==> src/rtl/seq_mult_core.sv <==
// Sequential shift-and-add multiplier: sign-magnitude core with optional early termination
// when the remaining multiplier bits are all zero.
module seq_mult_core #(
  parameter int DW         = 8,
  parameter int EARLY_TERM = 1
) (
  input  logic            clk,
  input  logic            rst,
  input  logic            start,
  input  logic            mode_signed,
  input  logic [DW-1:0]   multiplicand,
  input  logic [DW-1:0]   multiplier,
  output logic            busy,
  output logic            ready,
  output logic [2*DW-1:0] product,
  output logic [1:0]      o_state_dbg
);

  // Handshake: start is taken only in IDLE (ignored while busy); busy covers RUN and FIX;
  // ready is a one-cycle pulse and product stays valid from that cycle until the next completion.
  localparam int CW = $clog2(DW + 1);

  typedef enum logic [1:0] {
    S_IDLE = 2'd0,
    S_RUN  = 2'd1,
    S_FIX  = 2'd2
  } state_t;

  state_t            r_state;
  state_t            w_next;
  logic [2*DW-1:0]   r_mcand;
  logic [DW-1:0]     r_mplier;
  logic [2*DW-1:0]   r_acc;
  logic [CW-1:0]     r_cnt;
  logic              r_sign;
  logic              r_ready;
  logic [2*DW-1:0]   r_product;

  logic              w_a_neg;
  logic              w_b_neg;
  logic [DW-1:0]     w_a_mag;
  logic [DW-1:0]     w_b_mag;
  logic              w_last;

  // -2^(DW-1) negates to itself, which read unsigned is exactly its magnitude.
  assign w_a_neg = mode_signed & multiplicand[DW-1];
  assign w_b_neg = mode_signed & multiplier[DW-1];
  assign w_a_mag = w_a_neg ? (~multiplicand + DW'(1)) : multiplicand;
  assign w_b_mag = w_b_neg ? (~multiplier + DW'(1)) : multiplier;

  // Early termination stops once no set bits remain above the current LSB.
  assign w_last = (EARLY_TERM != 0) ? (r_mplier[DW-1:1] == '0)
                                    : (r_cnt == CW'(DW - 1));

  always_ff @(posedge clk or negedge rst) begin
    if (!rst) r_state <= S_IDLE;
    else      r_state <= w_next;
  end

  always_comb begin
    w_next = r_state;
    case (r_state)
      S_IDLE:  if (start) w_next = S_RUN;
      S_RUN:   if (w_last) w_next = S_FIX;
      S_FIX:   w_next = S_IDLE;
      default: w_next = S_IDLE;
    endcase
  end

  always_ff @(posedge clk or negedge rst) begin
    if (!rst) begin
      r_mcand   <= '0;
      r_mplier  <= '0;
      r_acc     <= '0;
      r_cnt     <= '0;
      r_sign    <= 1'b0;
      r_ready   <= 1'b0;
      r_product <= '0;
    end else begin
      r_ready <= 1'b0;
      case (r_state)
        S_IDLE: begin
          if (start) begin
            r_mcand  <= {{DW{1'b0}}, w_a_mag};
            r_mplier <= w_b_mag;
            r_sign   <= w_a_neg ^ w_b_neg;
            r_acc    <= '0;
            r_cnt    <= '0;
          end
        end
        S_RUN: begin
          if (r_mplier[0]) r_acc <= r_acc + r_mcand;
          r_mcand  <= r_mcand << 1;
          r_mplier <= r_mplier >> 1;
          r_cnt    <= r_cnt + CW'(1);
        end
        S_FIX: begin
          // Negating a zero accumulator gives zero, so no negative zero can appear.
          r_product <= r_sign ? (-r_acc) : r_acc;
          r_ready   <= 1'b1;
        end
        default: r_ready <= 1'b0;
      endcase
    end
  end

  assign busy        = (r_state == S_RUN) || (r_state == S_FIX);
  assign ready       = r_ready;
  assign product     = r_product;
  assign o_state_dbg = r_state;

endmodule

==> config.mk <==
export PLATFORM = sky130hd
export DESIGN_NAME = seq_mult_core
export DESIGN_NICKNAME = d
export VERILOG_FILES = /design/src/rtl/seq_mult_core.sv
export SDC_FILE = /design/constraint.sdc
export NUM_CORES = 1
export LEC_CHECK = 0
export BUFFER_PORTS_ARGS = -buffer_cell sky130_fd_sc_hd__buf_2
export CORE_ASPECT_RATIO = 0.8
export CORE_UTILIZATION = 34
export DETAILED_ROUTE_END_ITERATION = 12
export PLACE_DENSITY = 0.53
export SLEW_MARGIN = 20
export SYNTH_ARGS = -nofsm -noshare
export SYNTH_HDL_FRONTEND = slang
export SYNTH_SLANG_ARGS = --single-unit
==> constraint.sdc <==
create_clock -name clk -period 2.8 [get_ports clk]
set_input_delay 0.7 -clock clk [delete_from_list [all_inputs] [get_ports clk]]
set_output_delay 0.7 -clock clk [all_outputs]
set_load 0.05 [all_outputs]
Word level (Yosys, flattened, before mapping)
Cells that the tools add are included.
- output and inout bits: 20
- register bits: 60
- input port bits: 20
- bitwise operators: 5
- muxes and demuxes: 14
- equality and inequality tests: 5
- reduce and logical (&&, ||, !) cells: 8
- add/sub/neg operators: 4
- operator list (cell ; count):
    2-to-1 mux 16 bit ; 4
    case mux 16 bit (2 select lines) ; 2
    2-to-1 mux 8 bit ; 3
    adder 16 bit ; 1
    adder 8 x 1 -> 8 bit, second input constant ; 2
    negator 16 bit ; 1
    inverter 8 bit ; 2
    case mux 8 bit (2 select lines) ; 1
    zero test 7 bit ; 1
    != test 2 bit, second input constant ; 3
    AND reduction 2 bit ; 3
    2-to-1 mux 2 bit ; 2
    case mux 2 bit (2 select lines) ; 1
    AND reduction 3 bit ; 1
    bitwise AND 1 bit ; 2
    equality test 2 x 1 -> 1 bit, second input constant ; 1
    equality test 2 bit, second input constant ; 1
    zero test 2 bit ; 1
    nonzero test 2 bit ; 1
    logical OR 1 bit ; 1
    2-to-1 mux 1 bit ; 1
    bitwise XOR 1 bit ; 1

Logic depth before layout (Yosys ltp)
- depth in word-level cells: 5
- gate-level depth with buffers: 9
- depth with buffers taken out: 9

Worst setup path before layout
OpenSTA, ideal clock, no wires.
- path type: reg-to-reg
- start: register r_state[0] (netlist: o_state_dbg[0])
- end: register r_acc[8]
- data required time: 2705 ps
- path buffers: 1
- arrival time: 2040 ps
- clock period less this slack: 2135 ps
- setup slack: 665 ps
- stages on the path, launching flop included: 9
- cells stage by stage: dfrtp_1 -> inv_1 -> ha_1 -> nand2b_1 -> o21ai_1 -> clkbuf_1 -> a21oi_1 -> nand2_1 -> o31ai_1
- longest elaborated chain between the ends: 3
- elaborated cells on any way between the ends: 7
- classes of those cells: 3 x eq/ne; 1 x mux; 3 x reduce/logical
- ends and longest elaborated chain (item ; line ; RTL):
    from (decl) ; 29 ; state_t r_state;
    from (signal assigned) ; 57 ; else r_state <= w_next;
    equality test 2 x 1 -> 1 bit / zero test 2 bit (equally long branches) ; 81 ; case (r_state)
    != test 2 bit (no line) / nonzero test 2 bit (equally long branches) ; - ;
    AND reduction 3 bit (no line) ; - ;
    to (signal assigned) ; 92 ; if (r_mplier[0]) r_acc <= r_acc + r_mcand;
    to (decl) ; 33 ; logic [2*DW-1:0] r_acc;
Parallel ways exist; a longest one is shown, timed or not.
A chain may end at the register's enable or synchronous reset.

Final worst setup path
- start: register r_acc[0]
- end: register r_acc[14]
- longest elaborated chain between the ends: 3
- ends and longest elaborated chain (item ; line):
    adder 16 bit ; 92
    2-to-1 mux 16 bit ; 92
    case mux 16 bit (2 select lines) ; 81
Every way passes these cells. The select of a mux whose other input is x is not followed.

==> metrics.md <==
| Metric | Value |
|---|---|
| FF-to-FF setup slack | 0.25 ns |
| Routing usage on met3 | 0.03589 |
| Antenna Nets Post-Route | 0 |
| Top FF cell, synth | dfrtp_1 |
| Ports | 40 |
| M2 GR Usage | 0.2671 |
| Clock sinks | 60 |
| Fillers | 1,057 |
| Clock root cell | clkbuf_16 |
| # resized after CTS | 0 |
| Ys async rst share | 1.000 |
| CP Launch Point | r_acc[0] |
| Number of DRC markers in iteration 0 | 148 |
| Nets | 499 |
| H-tree depth | 3 |
| Yosys warns | 0 |
| Flops & latches, synth | 60 |
| Synthesized area per cell | 8.915 um2 |
| Final setup vio count | 0 |
| Setup CP Type | flop to flop |
| Worst setup path end | r_acc[14] |
| Worst Hold Class | primary input to asynchronous set/reset pin |
| Worst path arrival time | 2.80 ns |
| Tot Pwr | 4.949 mW |
| Crit share post-route | 0.9106 |
| Starting Density | 0.3550 |
| Row Count | 33 |
| CP max FO | 5 |
| Core area | 0.01045 mm2 |
| Total grt overflow | 0 |
| IO Port Bufs | 39 |
| Pin count of the biggest net entering global routing | 61 |
| Number of synthesized flops with an enable pin | 0 |
| Die area | 0.01133 mm2 |
| CP Capture Type | flop |
| CTS Hold Bufs | 0 |
| RSZ-0062 raised after global routing | no |
| R2r worst-path depth | 9 |
| Max VDD drop | 0.3672 mV |
| CTS tree | built |
| Post-synthesis sequential area ratio | 0.4049 |
| Worst Path Required | 3.05 ns |
| Chip height | 95.42 um |
| Post-place setup slack | 0.3132 ns |
| Post-synthesis net count | 458 |
| Run status | completed |
| Area Growth Syn to Fin | 17.98% |
| Post-Synthesis Cells | 416 |
| GR Util met1 | 0.2316 |
| Sum Neg Setup Slack | 0 ns |
| Post-CTS setup buffers | 0 |
| Most frequent cells after synthesis | 60 x dfrtp_1, 49 x nand2_1, 46 x a21oi_1, 33 x o21ai_0, 32 x nor2_1 |
| CTS clock-pin slew for the worst setup and hold paths | 0.05 ns |
| Final Hold Vio Count | 0 |
| Distinct cells, synth | 48 |
| Global Route Usage Sum | 0.1701 |
| CTS buffer count | 9 |
| Worst-skew pair later-pin latency | 0.32 ns |
| First-pass GRT wire length | 14,830 um |
| Worst-Margin Slew | 0.8563 ns |
| Vias per inst | 5.167 |
| Synth top area cells | dfrtp_1 40%, ha_1 7.1%, a21oi_1 6.2%, nand2_1 5.0%, xor2_1 4.5% |
| Max_cap viols | 0 |
| Vias post-DR | 3,100 |
| Synth area leader | dfrtp_1 |
| Wirelength per Cell | 14.49 um |
| Leakage | 2.060 nW |
| Final Non-Filler Cells | 600 |
| Post-Syn Area | 0.003709 mm2 |
| Count leader, synth | dfrtp_1 |
| Cell area after layout | 0.004375 mm2 |
| Placed Cells | 586 |
| Vias in the first global route | 2,939 |
| R2R Path End | r_acc[14] |
| N_diodes | 0 |
| Initial antenna violation count | 0 |
| Fraction of layout cells with a size suffix above 1 | 0.1543 |
| Fin util | 0.4189 |
| Max-slew violations | 0 |
| Gr busiest metal | met2 |
| Die X | 118.8 um |
| Longest Clk Path Bufs | 2 |
| Residual DRC | 0 |
| Fmax | 392.2 MHz |
| Pwr Density | 1131 mW/mm2 |
| Rel. slew slack | 0.4217 |
| Hold WS | 0.3772 ns |
| Wirelength, routed | 8691 um |
| Drt first pass iters | 4 |
| Skew final | 0.006868 ns |
| Worst Setup Start Kind | flop |
| Yosys top cell area share | 0.4049 |
| Placement Cell Area | 0.004084 mm2 |
| Gpl congestion | 0.8203 |
| Post-route setup slack | 0.2503 ns |
| RR Startpoint | r_acc[0] |
| Minimum clock period after layout | 2.550 ns |
| DP HPWL | 6472 um |
-- cell families (layout without fill, tap and decap cells) --
group | after synthesis | in the layout | share of synthesized area
AOI/OAI and AO/OA | 142 | 142 | 0.2382
and+or+nand+nor | 127 | 127 | 0.1603
DFF | 60 | 60 | 0.4049
xor gates and xnor gates | 29 | 29 | 0.06849
buffers and inverters | 28 | 72 | 0.02834
adders and majority gates | 22 | 22 | 0.07625
muxes | 8 | 8 | 0.02362
-- state kept, by name, summed over array words and instances, names as in the netlist --
| signal | count |
|---|---|
| r_mplier | 8 |
| product | 16 |
| ready | 1 |
| o_state_dbg | 2 |
| r_acc | 16 |
| r_mcand | 16 |
| r_sign | 1 |
-- routing by layer --
layer  wire length (um)  part of all wire
met5                  0                 0
met4                 23            0.0026
met3                395             0.045
met2               3843              0.44
met1               4429              0.51
-- layout make-up --
type                       count  area, um2  share of cell area
sequential                    60       1501              0.3432
tap                          140      175.2             0.04003
clock buffer                  12      256.5             0.05862
timing repair buffer          45      252.7             0.05776
multi-input combinational    328       2106              0.4813
inverter                      13      48.80             0.01115
clock inverter                 2      35.03            0.008007
-- worst max-delay path, stage by stage (launching register included) --
cell	delay, ns
dfrtp_1	0.41
ha_1	0.23
inv_1	0.07
fa_1	0.40
nor2b_1	0.22
o31ai_1	0.15
a21boi_1	0.39
a31oi_1	0.17
or3_1	0.36
nand3_1	0.08
-- layout by cell type (no fill, tap or decap), drive strengths merged, types with 5 or more instances in the layout --
master,synthesis,routed
dfrtp,60,60
nand2,49,49
a21oi,46,46
buf,5,45
o21ai,45,45
nor2,32,32
ha,21,21
xor2,19,19
inv,13,13
or3,12,12
clkbuf,10,12
xnor2,10,10
nand3,10,10
a22o,9,9
o31ai,7,7
a31oi,6,6
mux2,6,6
o41ai,6,6
nor3,5,5
-- how the worst min path moves through the flow --
stage	depth (start not counted)	slack (ns)	to	from
3_5_place_dp	1	0.50	product[0]	product[0]
4_1_cts	2	0.39	product[1]	rst
5_1_grt	2	0.40	product[1]	rst
3_3_place_gp	2	0.48	r_mplier[0]	r_mplier[0]
2_1_floorplan	0	0.40	o_state_dbg[0]	rst
6_report	2	0.38	product[1]	rst
-- where the power goes --
part           leakage [nW]  switching (mW)  total (mW)  internal (mW)
clock                 0.145           0.354        1.08          0.724
sequential            0.784           0.288        1.46           1.18
combinational          1.13            1.60        2.41          0.810
(Power assumes the default switching activity.)
